[src/rtl/hub75_pkg.sv]
// hub75_pkg
// Shared definitions for the HUB75 panel scheduler:
//   - default geometry / timing parameters (COLS, ROWS, BITS, BASE)
//   - scheduler FSM state encoding (state_e)
package hub75_pkg;

  // Default panel geometry and BCM timing.
  localparam int COLS_DEF = 64;  // columns shifted per row
  localparam int ROWS_DEF = 16;  // scan rows per frame
  localparam int BITS_DEF = 8;   // BCM bit planes per colour
  localparam int BASE_DEF = 2;   // on-time clocks for the LSB plane

  // Scheduler states.
  //   IDLE      : panel dark, waiting for en
  //   SHIFT     : clocking one (row, plane) into the column drivers
  //   LATCH     : one-cycle latch pulse, panel dark
  //   ROW_SETUP : row-select token presented (plane 0 only)
  //   ROW_CLK   : row-select shift clock pulse (plane 0 only)
  //   DRAIN     : last display of a frame running, no further shift
  typedef enum logic [2:0] {
    IDLE      = 3'd0,
    SHIFT     = 3'd1,
    LATCH     = 3'd2,
    ROW_SETUP = 3'd3,
    ROW_CLK   = 3'd4,
    DRAIN     = 3'd5
  } state_e;

endpackage

[src/rtl/hub75_bcm_timer.sv]
// hub75_bcm_timer
// Binary-code-modulation on-time counter. A load starts a display window of
// BASE << plane_i cycles during which blank_o is 0; blank_o returns to 1 the
// cycle after the count expires.
// Ports:
//   clk_i, rst_i : clock, synchronous active-high reset
//   load_i       : start a display window (takes effect next cycle)
//   plane_i      : plane whose weight sets the window length
//   blank_o      : registered panel output-disable (1 = dark)
//   done_o       : display finished, or finishing in this cycle
module hub75_bcm_timer
  import hub75_pkg::*;
#(
  parameter int BITS = BITS_DEF,
  parameter int BASE = BASE_DEF
) (
  input  logic                    clk_i,
  input  logic                    rst_i,
  input  logic                    load_i,
  input  logic [$clog2(BITS)-1:0] plane_i,
  output logic                    blank_o,
  output logic                    done_o
);

  // Wide enough to hold the longest window length itself.
  localparam int CNT_W = $clog2(BASE << (BITS - 1)) + 1;

  logic [CNT_W-1:0] on_len;
  logic [CNT_W-1:0] cnt_q, cnt_d;
  logic             blank_q, blank_d;

  always_comb begin
    on_len  = CNT_W'(BASE) << plane_i;
    cnt_d   = cnt_q;
    blank_d = blank_q;
    if (load_i) begin
      // cnt counts the remaining lit cycles after the current one.
      cnt_d   = on_len - CNT_W'(1);
      blank_d = 1'b0;
    end else if (!blank_q) begin
      if (cnt_q == '0) begin
        blank_d = 1'b1;
      end else begin
        cnt_d = cnt_q - CNT_W'(1);
      end
    end
  end

  always_ff @(posedge clk_i) begin
    if (rst_i) begin
      cnt_q   <= '0;
      blank_q <= 1'b1;
    end else begin
      cnt_q   <= cnt_d;
      blank_q <= blank_d;
    end
  end

  assign blank_o = blank_q;
  // Counting as done in the last lit cycle lets the next latch follow
  // immediately after the window closes.
  assign done_o  = blank_q | (cnt_q == '0);

endmodule

[src/rtl/hub75_scheduler.sv]
// hub75_scheduler
// Drives a HUB75 LED panel from a bit-plane framebuffer using binary code
// modulation. For every (row, plane) the columns are shifted out while the
// previously latched plane is displayed; a latch then transfers the new data,
// and on plane 0 the row-select shift register is advanced.
// Ports:
//   clk, rst          : clock, synchronous active-high reset
//   en                : run request, sampled in IDLE and at the last latch of a frame
//   fb_row/col/plane  : framebuffer fetch address
//   fb_bits           : {r1,g1,b1,...,r4,g4,b4}, valid one cycle after the address
//   r1..b4            : panel colour data
//   clk_out, lat      : panel shift clock, latch
//   blank             : panel output-disable (1 = dark)
//   row_clk, row_data : row-select shift register clock and token
//   frame_sync        : one-cycle pulse in the latch cycle of row 0, plane 0
// Fetch contract: the framebuffer is a fixed-latency read port with no
// handshake; an address presented in cycle k must be answered on fb_bits in
// cycle k+1, where it is captured at the end of that cycle.
module hub75_scheduler
  import hub75_pkg::*;
#(
  parameter int COLS = COLS_DEF,
  parameter int ROWS = ROWS_DEF,
  parameter int BITS = BITS_DEF,
  parameter int BASE = BASE_DEF
) (
  input  logic                    clk,
  input  logic                    rst,
  input  logic                    en,
  output logic [$clog2(ROWS)-1:0] fb_row,
  output logic [$clog2(COLS)-1:0] fb_col,
  output logic [$clog2(BITS)-1:0] fb_plane,
  input  logic [11:0]             fb_bits,
  output logic                    r1,
  output logic                    g1,
  output logic                    b1,
  output logic                    r2,
  output logic                    g2,
  output logic                    b2,
  output logic                    r3,
  output logic                    g3,
  output logic                    b3,
  output logic                    r4,
  output logic                    g4,
  output logic                    b4,
  output logic                    clk_out,
  output logic                    lat,
  output logic                    blank,
  output logic                    row_clk,
  output logic                    row_data,
  output logic                    frame_sync
);

  localparam int RW        = $clog2(ROWS);
  localparam int CW        = $clog2(COLS);
  localparam int PW        = $clog2(BITS);
  localparam int SHIFT_LEN = 2 * COLS + 2;
  localparam int KW        = $clog2(SHIFT_LEN);

  // Shift-phase landmarks (k runs 0 .. SHIFT_LEN-1).
  localparam logic [KW-1:0] K_LAST      = KW'(SHIFT_LEN - 1);
  localparam logic [KW-1:0] K_COL_LAST  = KW'(2 * COLS - 3);  // last k that advances fb_col
  localparam logic [KW-1:0] K_DATA_LAST = KW'(2 * COLS - 1);  // last k that captures fb_bits
  localparam logic [KW-1:0] K_CLK_LAST  = KW'(2 * COLS);      // last k that schedules clk_out
  localparam logic [RW-1:0] ROW_LAST    = RW'(ROWS - 1);
  localparam logic [PW-1:0] PLANE_LAST  = PW'(BITS - 1);

  state_e          state_q;
  logic [KW-1:0]   k_q;
  logic [RW-1:0]   fb_row_q;
  logic [CW-1:0]   fb_col_q;
  logic [PW-1:0]   fb_plane_q;
  logic [11:0]     rgb_q;
  logic            clk_out_q;
  logic            lat_q;
  logic            row_clk_q;
  logic            row_data_q;
  logic            frame_sync_q;
  logic            drain_q;

  logic [RW-1:0]   next_row;
  logic [PW-1:0]   next_plane;
  logic            col_step;
  logic            data_load;
  logic            clk_next;
  logic            drain_req;
  logic            disp_load;
  logic            disp_done;
  logic            timer_blank;

  // Next (row, plane) in scan order: planes fastest, rows wrap per frame.
  always_comb begin
    next_row   = fb_row_q;
    next_plane = fb_plane_q + PW'(1);
    if (fb_plane_q == PLANE_LAST) begin
      next_plane = '0;
      next_row   = (fb_row_q == ROW_LAST) ? '0 : fb_row_q + RW'(1);
    end
  end

  // Column c is addressed at k=2c, its bits arrive at k=2c+1 and are
  // captured for k=2c+2, and the panel clock rises at k=2c+3 with the data
  // already stable for a full cycle.
  assign col_step  = k_q[0] && (k_q <= K_COL_LAST);
  assign data_load = k_q[0] && (k_q <= K_DATA_LAST);
  assign clk_next  = !k_q[0] && (k_q >= KW'(2)) && (k_q <= K_CLK_LAST);

  // en only matters at the latch that closes a frame.
  assign drain_req = (fb_row_q == ROW_LAST) && (fb_plane_q == PLANE_LAST) && !en;

  // Display of the just-latched plane begins right after the latch, or after
  // the row-select clock when the row changes.
  assign disp_load = ((state_q == LATCH) && (fb_plane_q != '0)) || (state_q == ROW_CLK);

  hub75_bcm_timer #(
    .BITS (BITS),
    .BASE (BASE)
  ) u_bcm_timer (
    .clk_i   (clk),
    .rst_i   (rst),
    .load_i  (disp_load),
    .plane_i (fb_plane_q),
    .blank_o (timer_blank),
    .done_o  (disp_done)
  );

  always_ff @(posedge clk) begin
    if (rst) begin
      state_q      <= IDLE;
      k_q          <= '0;
      fb_row_q     <= '0;
      fb_col_q     <= '0;
      fb_plane_q   <= '0;
      rgb_q        <= '0;
      clk_out_q    <= 1'b0;
      lat_q        <= 1'b0;
      row_clk_q    <= 1'b0;
      row_data_q   <= 1'b0;
      frame_sync_q <= 1'b0;
      drain_q      <= 1'b0;
    end else begin
      // Pulse outputs default low every cycle.
      clk_out_q    <= 1'b0;
      lat_q        <= 1'b0;
      row_clk_q    <= 1'b0;
      row_data_q   <= 1'b0;
      frame_sync_q <= 1'b0;

      unique case (state_q)
        IDLE: begin
          if (en) begin
            state_q    <= SHIFT;
            k_q        <= '0;
            fb_row_q   <= '0;
            fb_col_q   <= '0;
            fb_plane_q <= '0;
          end
        end

        SHIFT: begin
          if (data_load) rgb_q <= fb_bits;
          if (clk_next) clk_out_q <= 1'b1;
          if (k_q != K_LAST) begin
            k_q <= k_q + KW'(1);
            if (col_step) fb_col_q <= fb_col_q + CW'(1);
          end else if (disp_done) begin
            // Shift finished and the previous plane has had its full
            // on-time: safe to overwrite the output latches.
            state_q      <= LATCH;
            lat_q        <= 1'b1;
            frame_sync_q <= (fb_row_q == '0) && (fb_plane_q == '0);
          end
          // Otherwise k holds at K_LAST until the display window closes.
        end

        LATCH: begin
          drain_q <= drain_req;
          if (fb_plane_q == '0) begin
            // New row: inject the token only when returning to row 0.
            state_q    <= ROW_SETUP;
            row_data_q <= (fb_row_q == '0);
          end else if (drain_req) begin
            state_q <= DRAIN;
          end else begin
            state_q    <= SHIFT;
            k_q        <= '0;
            fb_col_q   <= '0;
            fb_row_q   <= next_row;
            fb_plane_q <= next_plane;
          end
        end

        ROW_SETUP: begin
          state_q    <= ROW_CLK;
          row_clk_q  <= 1'b1;
          row_data_q <= row_data_q;
        end

        ROW_CLK: begin
          if (drain_q) begin
            state_q <= DRAIN;
          end else begin
            state_q    <= SHIFT;
            k_q        <= '0;
            fb_col_q   <= '0;
            fb_row_q   <= next_row;
            fb_plane_q <= next_plane;
          end
        end

        DRAIN: begin
          if (disp_done) state_q <= IDLE;
        end

        default: state_q <= IDLE;
      endcase
    end
  end

  assign fb_row     = fb_row_q;
  assign fb_col     = fb_col_q;
  assign fb_plane   = fb_plane_q;
  assign {r1, g1, b1, r2, g2, b2, r3, g3, b3, r4, g4, b4} = rgb_q;
  assign clk_out    = clk_out_q;
  assign lat        = lat_q;
  assign blank      = timer_blank;
  assign row_clk    = row_clk_q;
  assign row_data   = row_data_q;
  assign frame_sync = frame_sync_q;

endmodule

[config.mk]
export PLATFORM = sky130hd
export DESIGN_NAME = hub75_scheduler
export DESIGN_NICKNAME = d
export VERILOG_FILES = /design/src/rtl/hub75_pkg.sv /design/src/rtl/hub75_bcm_timer.sv /design/src/rtl/hub75_scheduler.sv
export SDC_FILE = /design/constraint.sdc
export NUM_CORES = 1
export LEC_CHECK = 0
export ABC_AREA = 1
export ABC_CLOCK_PERIOD_IN_PS = 1950
export BUFFER_PORTS_ARGS = -buffer_cell sky130_fd_sc_hd__buf_4
export CORE_ASPECT_RATIO = 0.8
export CORE_MARGIN = 1
export CORE_UTILIZATION = 52
export CTS_BUF_LIST = sky130_fd_sc_hd__clkbuf_8
export DETAILED_ROUTE_END_ITERATION = 10
export GPL_ROUTABILITY_DRIVEN = 0
export PLACE_DENSITY = 0.71
export SETUP_SLACK_MARGIN = 0.1
export SLEW_MARGIN = 25
export SYNTH_ARGS = -nofsm -noshare
export SYNTH_HDL_FRONTEND = slang
export SYNTH_SLANG_ARGS = --single-unit
[constraint.sdc]
create_clock -name clk -period 1.95 [get_ports clk]
set_input_delay 0.585 -clock clk [delete_from_list [all_inputs] [get_ports clk]]
set_output_delay 0.585 -clock clk [all_outputs]
set_load 0.02 [all_outputs]
==> results of run 1 <==
## state kept, by name, indices dropped and copies added, names as in the netlist
signal and cells:
u_bcm_timer.blank_o 1, row_clk 1, drain_q 1, clk_out 1, frame_sync 1, k_q 8
rgb_q 12, fb_plane 3, lat 1, state_q 3, u_bcm_timer.cnt_q 9, fb_col 6
fb_row 4, row_data 1
## worst max-delay path, delay by kind of cell (launching register included)
| family | cells | cell delay (ns) |
|---|---|---|
| compound gates | 1 | 0.13 |
| fa+ha+maj | 2 | 0.42 |
| buf+inv | 2 | 0.16 |
| flops | 1 | 0.37 |
| simple gates | 6 | 0.60 |
## final cells by class
type / instances / area (um^2) / share of cell area (%)
Multi-Input combinational cell: 294 / 1620 / 46.84
Clock buffer: 5 / 68.82 / 1.989
Tap cell: 62 / 77.57 / 2.242
Sequential cell: 52 / 1054 / 30.45
Clock inverter: 3 / 21.27 / 0.6148
Timing Repair Buffer: 54 / 405.4 / 11.72
Inverter: 54 / 212.7 / 6.148
## cell families after synthesis
group	count (synthesis)	synth area share, %
AND/OR/NAND/NOR	209	34.39
AO/OA/AOI/OAI	65	12.69
buffers and inverters	63	8.849
flip-flops	52	36.27
adder cells (fa/ha/maj)	13	5.667
XOR/XNOR	7	2.136
## repair_timing
item                                    4_1_cts  5_1_grt
endpoints found under the setup margin       13       41
buffers inserted                              0        2
hold buffers                                  0        0
resized for setup                             2       18
pin swaps                                     0        6
## synthesized netlist by cell type (2+ instances only)
cell type  count
nand2_4        4
nand2_1       79
xor2_1         5
nor2_1        63
nor2_4         4
xnor2_1        2
dfxtp_1       52
nor2_2         2
nand2_2        7
o21ai_2        2
inv_2          7
a21oi_1       24
a31oi_1        3
buf_2          3
inv_4          2
nor3_1         8
o21ai_0       25
clkbuf_1       5
or2_2          3
inv_1         44
o21ai_1        2
nand3b_1       4
nand4_1        5
nand3_2        2
ha_1          13
nand3_1       24
nand3_4        2
## where the power goes
| group | total (uW) | internal [uW] | switching [uW] | leakage, uW |
|---|---|---|---|---|
| registers | 1160 | 1110 | 48.9 | 0.000424 |
| logic | 607 | 221 | 386 | 0.00110 |
| clock network | 633 | 256 | 378 | 0.0000445 |
| total | 2400 | 1590 | 813 | 0.00157 |
## layer usage
layer  vias to the layer above  track usage, %  routed length [um]
li1                       1423               -                   -
met1                      1177           36.02                3406
met2                        77           34.68                2700
met3                         7           4.101                 404
met4                         0           5.720                  67
met5                         -               0                   0
## how the worst min path moves through the flow
| stage | start | endpoint | cells after the start |
|---|---|---|---|
| 2_1_floorplan | drain_q$_SDFFE_PP0P_ | drain_q$_SDFFE_PP0P_ | 2 |
| 5_1_grt | row_data$_SDFFE_PP0N_ | row_data$_SDFFE_PP0N_ | 2 |
| 6_report | rgb_q[6]$_SDFFE_PP0P_ | rgb_q[6]$_SDFFE_PP0P_ | 2 |
| 3_5_place_dp | row_data$_SDFFE_PP0N_ | row_data$_SDFFE_PP0N_ | 2 |
| 4_1_cts | drain_q$_SDFFE_PP0P_ | drain_q$_SDFFE_PP0P_ | 2 |
| 3_3_place_gp | rgb_q[2]$_SDFFE_PP0P_ | rgb_q[2]$_SDFFE_PP0P_ | 2 |
## stage by stage
stage	total power (uW)	area [um^2]
CTS	2388	3390
global route	2545	3460
detailed placement	1762	3294
finish	2400	3460
floorplan	1587	2872
global placement	1752	3294
## layout by cell type (no fill, tap or decap), types with 8 or more instances in the layout
cell type / Yosys / final
dfxtp_1: 52 / 46
ha_1: 13 / 11
a21oi_1: 24 / 24
nand2_1: 79 / 76
o21ai_0: 25 / 25
nand3_1: 24 / 23
nand2_2: 7 / 9
nor2_1: 63 / 61
buf_4: 0 / 54
nor3_1: 8 / 8
inv_1: 44 / 42
inv_2: 7 / 8
==> results.md, run 1 <==
- Status: completed
- Die width: 85.07 um
- Routed wire per std cell: 12.55 um
- Maxcap violations: 0
- Top_reg_cell synth: dfxtp_1
- Worst Path Max Fanout: 6
- DR iter-0 viols: 167
- Synth Area per Inst: 7.018 um^2
- Die Y: 68.45 um
- Rel. slew slack: 69.94%
- CTS max path bufs: 2
- Total grt overflow: 0
- Sequential fraction of the synthesis area: 36.27%
- Worst-path clk slew: 0.10 ns
- Worst Setup Path Type: reg -> reg
- Port buffer count: 45
- Post-Route WL: 6578 um
- Detailed Place HPWL: 4943 um
- Unique masters post-synth: 40
- Final setup viols: 0
- Initial antenna violation count: 0
- Via count: 2684
- Clk Tree Root Cell: clkbuf_8
- Setup_tns: 0 ns
- Share of cells above drive strength 1: 24.89%
- Post-Synthesis Cells: 409
- Flop2flop setup slack: 0.23 ns
- Dominant cells by area after synthesis: dfxtp_1 36%, nand2_1 10%, nor2_1 8.2%, inv_1 5.8%, ha_1 5.7%
- Crit path to: fb_row[1]$_SDFFE_PP0P_
- TritonCTS clock tree: built
- Critical R2R Launch: fb_plane[0]$_SDFFE_PP0P_
- Final period utilization: 88.42%
- Number of remaining DRC errors: 0
- Setup slack after placement: 0.06259 ns
- Starting Density: 55.72%
- Placed cell count: 514
- Least-Margin Pin Slew: 0.4468 ns
- P&R area growth vs syn: 20.53%
- H-Tree Depth: 2
- Antenna diodes: 0
- #FFs+latches synth: 52
- Clk sinks: 52
- Worst stage delay on the critical path: 0.37 ns
- CP arrival: 1.97 ns
- Largest net degree at the start of global routing: 24
- Synth top area share: 36.27%
- VDD IR-drop max: 0.3841 mV
- Area leader, netlist: dfxtp_1
- Worst Reg-to-Reg Cells: 11
- Antenna-violating nets left: 0
- Leakage: 0.001573 uW
- Vias in the first global route: 2258
- Worst setup EP type: flop
- Syn Std Cell Area: 0.002870 mm^2
- Core ar.: 0.005151 mm^2
- Setup slack after layout: 0.2257 ns
- CP most frequent cell: nand3_1
- # IOs: 46
- RSZ-0062 raised after global routing: yes
- GRT Total Usage: 23.80%
- Post-synth ARST share: 0%
- Global-route wire length before repair: 10870 um
- Crit-path cells: ha_1 -> ha_2 -> inv_1 -> nor2_2 -> nand3_1 -> nand2_2 -> nor2_4 -> nand2_4 -> inv_2 -> nand3_1 -> a21oi_1
- Worst Hold Class: reg -> reg
- Final Hold Vio Count: 0
- Final Max Slew Viols: 0
- Syn nets: 437
- Final Core Density: 67.16%
- Number of flops mapped to enable cells by yosys: 0
- Slowest CP cell: dfxtp_4
- Req. time, crit path: 2.20 ns
- CP startpoint kind: flop
- CTS buffer count: 5
- CP Launch Point: fb_plane[0]$_SDFFE_PP0P_
- 1st-pass router iterations: 5
- Nets@finish: 489
- Fmax: 0.5800 GHz
- Via density: 5.122
- Final worst clock skew: 0.01034 ns
- Full die area: 0.005823 mm^2
- # fillers: 471
- Final min period: 1.724 ns
- FP Rows: 23
- Synth warnings: 0
- Cell Pwr Density: 693.9 mW/mm^2
- Fin cells: 524
- Worst hold slack: 0.4903 ns
- RR Endpoint: fb_row[1]$_SDFFE_PP0P_
- Clk_lat worst skew: 0.31 ns
(Power assumes the default switching activity.)
==> run 2, diff against run 1 <==
Settings changed: ABC_AREA 1 to not set.
==> run 2 against run 1 <==
Net effect:
- die area grew 2.2%
- largest cell class unchanged
- critical endpoint is now u_bcm_timer.cnt_q[8]$_SDFFE_PP0P_
- clock skew fell by 0.0052 ns
- the run now ends with negative setup slack left
- routed wire length is 58% higher
- final cell count grew 7.3%
- hold slack improved by 0.0075 ns
==> results.md, run 2 <==
- Met3 Use GR: 6.905% (+2.8 points)
- Clk Tree Root Cell: clkbuf_8
- Syn nets: 373 (-15%)
- Full die area: 0.005949 mm^2 (+2.2%)
- Hold Path End: rgb_q[3]$_SDFFE_PP0P_
- Dominant cells by area after synthesis: dfxtp_1 35%, nor2_1 6.8%, ha_1 5.5%, mux2i_1 4.4%, a21oi_1 3.1%
- Largest net degree at the start of global routing: 28 (+17%)
- Share of cells above drive strength 1: 47.11% (+22 points)
- CTS buffer count: 5 (unchanged)
- Worst Hold Class: in -> reg
- Area leader, netlist: dfxtp_1
- Maxcap violations: 0 (unchanged)
- Flop2flop setup slack: -0.35 ns (-0.57 ns)
- Synth top cells by count: 53 x nor2_1, 52 x dfxtp_1, 18 x a21oi_1, 18 x nand2_1
- VDD IR-drop max: 0.5130 mV (+34%)
- Rel. slew slack: 70.06% (+0.12 points)
- Slowest CP cell: dfxtp_4
- DR iter-0 viols: 349 (+110%)
- Final Hold Vio Count: 0 (unchanged)
- Synth top area share: 35.48% (-0.79 points)
- FP Rows: 24 (+4.3%)
- Worst Reg-to-Reg Cells: 9 (-2)
- GRT Total Usage: 32.00% (+8.2 points)
- Routed wire per std cell: 18.53 um (+48%)
- Final min period: 2.296 ns (+0.5714 ns)
- RR Endpoint: u_bcm_timer.cnt_q[8]$_SDFFE_PP0P_
- Detailed Place HPWL: 6164 um (+25%)
- Worst setup EP type: flop
- 1st-pass router iterations: 7 (+2)
- Clk_lat worst skew: 0.31 ns (about the same)
- CTS max path bufs: 2 (unchanged)
- Top_reg_cell synth: dfxtp_1
- Crit-path cells: buf_6 -> inv_6 -> ha_4 -> and2b_1 -> o31a_1 -> a31oi_2 -> nand3_4 -> o2111a_1 -> or3_1
- Number of flops mapped to enable cells by yosys: 0 (unchanged)
- Initial antenna violation count: 0 (unchanged)
- Nets@finish: 511 (+4.5%)
- M1 GR Usage: 44.27% (+8.3 points)
- Final period utilization: 117.7% (+29 points)
- Leakage: 0.002043 uW (+30%)
- Final worst clock skew: 0.005144 ns (-0.005201 ns)
- Worst Setup Path Type: reg -> reg
- CP startpoint kind: flop
- Routing usage on met2: 51.15% (+16 points)
- Status: finished, violations left
- Worst stage delay on the critical path: 0.38 ns (about the same)
- Final setup viols: 26 (+26)
- Global-route wire length before repair: 15010 um (+38%)
- Worst Path Max Fanout: 6 (unchanged)
- Syn Std Cell Area: 0.002934 mm^2 (+2.2%)
- Commonest non-fill, non-tap cell in the layout: buf_4
- Top-count cell post-synth: nor2_1
- Post-Synthesis Cells: 345 (-16%)
- TritonCTS clock tree: built
- Via density: 5.966 (+16%)
- # IOs: 46 (unchanged)
- Via count: 3353 (+25%)
- Clk sinks: 52 (unchanged)
- Setup slack after placement: -0.3177 ns (-0.3803 ns)
- Biggest register: rgb_q
- CP arrival: 2.49 ns (+0.52 ns)
- Commonest cells after routing, fill and taps aside: 134 x buf_4, 49 x nor2_1, 44 x dfxtp_1
- Largest register FFs: 12 (unchanged)
- H-Tree Depth: 2 (unchanged)
- Fmax: 0.4356 GHz (-25%)
- Worst Hold Depth: 3 (+1)
- Post-CTS Hold Fix Bufs: 0 (unchanged)
- Setup slack after layout: -0.3457 ns (-0.5714 ns)
- Sequential fraction of the synthesis area: 35.48% (-0.79 points)
- Largest registers: rgb_q x12, u_bcm_timer.cnt_q x9, k_q x8
- Worst-path clk slew: 0.10 ns (about the same)
- Failing checks: negative setup slack
- # fillers: 278 (-41%)
- Final Power: 3526 uW (+47%)
- Cell Pwr Density: 762.5 mW/mm^2 (+9.9%)
- Req. time, crit path: 2.15 ns (-0.05 ns)
- Final Max Slew Viols: 0 (unchanged)
- #FFs+latches synth: 52 (unchanged)
- Unique masters post-synth: 72 (+80%)
- Starting Density: 53.98% (-1.7 points)
- Least-Margin Pin Slew: 0.4461 ns (-0.0006574 ns)
- Critical R2R Launch: fb_plane[0]$_SDFFE_PP0P_
- Antenna diodes: 0 (unchanged)
- Die width: 85.98 um (+1.1%)
- Port buffer count: 45 (unchanged)
- RSZ-0062 raised after global routing: yes
- Synth warnings: 0 (unchanged)
- P&R area growth vs syn: 57.61%
- Antenna-violating nets left: 0 (unchanged)
- Post-Route WL: 10410 um (+58%)
- Number of remaining DRC errors: 0 (unchanged)
- Synth Area per Inst: 8.505 um^2 (+21%)
- Total grt overflow: 0 (unchanged)
- Vias in the first global route: 3041 (+35%)
- Post-synth ARST share: 0% (unchanged)
- Die Y: 69.19 um (+1.1%)
- Hold Startpoint: fb_bits[3]
- Gr busiest metal: met2
- Core ar.: 0.005435 mm^2 (+5.5%)
[run 2: repair_timing]
item | CTS | global route
gates cloned | 1 | 0
resized for setup | 53 | 35
pin swaps | 27 | 23
buffers inserted | 10 | 13
endpoints found under the setup margin | 33 | 34
[run 2: kinds of logic after synthesis]
group	count (synthesis)	share of synthesized area, %
mux	13	4.435
compound gates	83	20.94
fa+ha+maj	13	5.544
flops	52	35.48
simple gates	144	25.42
xor+xnor	12	3.582
buf+inv	28	4.606
[run 2: where the power goes]
part,switching [uW],total [uW],leakage (uW),internal (uW)
sequential,70.8,1200,0.000426,1130
combinational,829,1660,0.00157,830
clock,383,668,0.0000510,285
[run 2: how the worst max path moves through the flow]
stage                             startpoint                                end  cells after the start
finish              fb_plane[0]$_SDFFE_PP0P_  u_bcm_timer.cnt_q[8]$_SDFFE_PP0P_                      9
global placement    fb_plane[0]$_SDFFE_PP0P_  u_bcm_timer.cnt_q[8]$_SDFFE_PP0P_                      8
detailed placement  fb_plane[0]$_SDFFE_PP0P_  u_bcm_timer.cnt_q[8]$_SDFFE_PP0P_                      8
CTS                 fb_plane[1]$_SDFFE_PP0P_  u_bcm_timer.cnt_q[8]$_SDFFE_PP0P_                      8
floorplan           fb_plane[0]$_SDFFE_PP0P_  u_bcm_timer.cnt_q[8]$_SDFFE_PP0P_                      8
global route        fb_plane[0]$_SDFFE_PP0P_  u_bcm_timer.cnt_q[8]$_SDFFE_PP0P_                      9
[run 2: layer usage]
metal	share of wire, %	wire, um
met3	7.8	808
met5	0	0
met1	43	4472
met4	1.3	138
met2	48	4993
[run 2: critical path, delay by kind of cell, from the launching register on]
family,cells,cell delay (ns)
adder cells (fa/ha/maj),1,0.17
AO/OA/AOI/OAI,3,0.80
buffers and inverters,2,0.15
flip-flops,1,0.38
AND/OR/NAND/NOR,3,0.68
[run 2: through the flow]
step,cell area (um^2),utilization (%),TNS (ns),std cells,hold slack (ns)
after floorplan,3003,-,-0.4570,345,0.4567
after global placement,3951,72.70,-1.587,532,0.4751
after detailed placement,3951,72.70,-2.045,532,0.4873
after CTS,4349,80.02,-2.390,550,0.5005
after global routing,4624,85.08,-6.595,562,0.4959
final,4624,85.08,-4.386,562,0.4979
[run 2: cell type report]
class | instances | area [um^2] | share of cell area (%)
tap | 78 | 97.59 | 2.110
timing repair buffer | 149 | 1184 | 25.60
inverter | 10 | 45.04 | 0.9740
clock buffer | 6 | 82.58 | 1.786
sequential | 52 | 1061 | 22.94
multi-input combinational | 265 | 2145 | 46.37
clock inverter | 2 | 10.01 | 0.2164
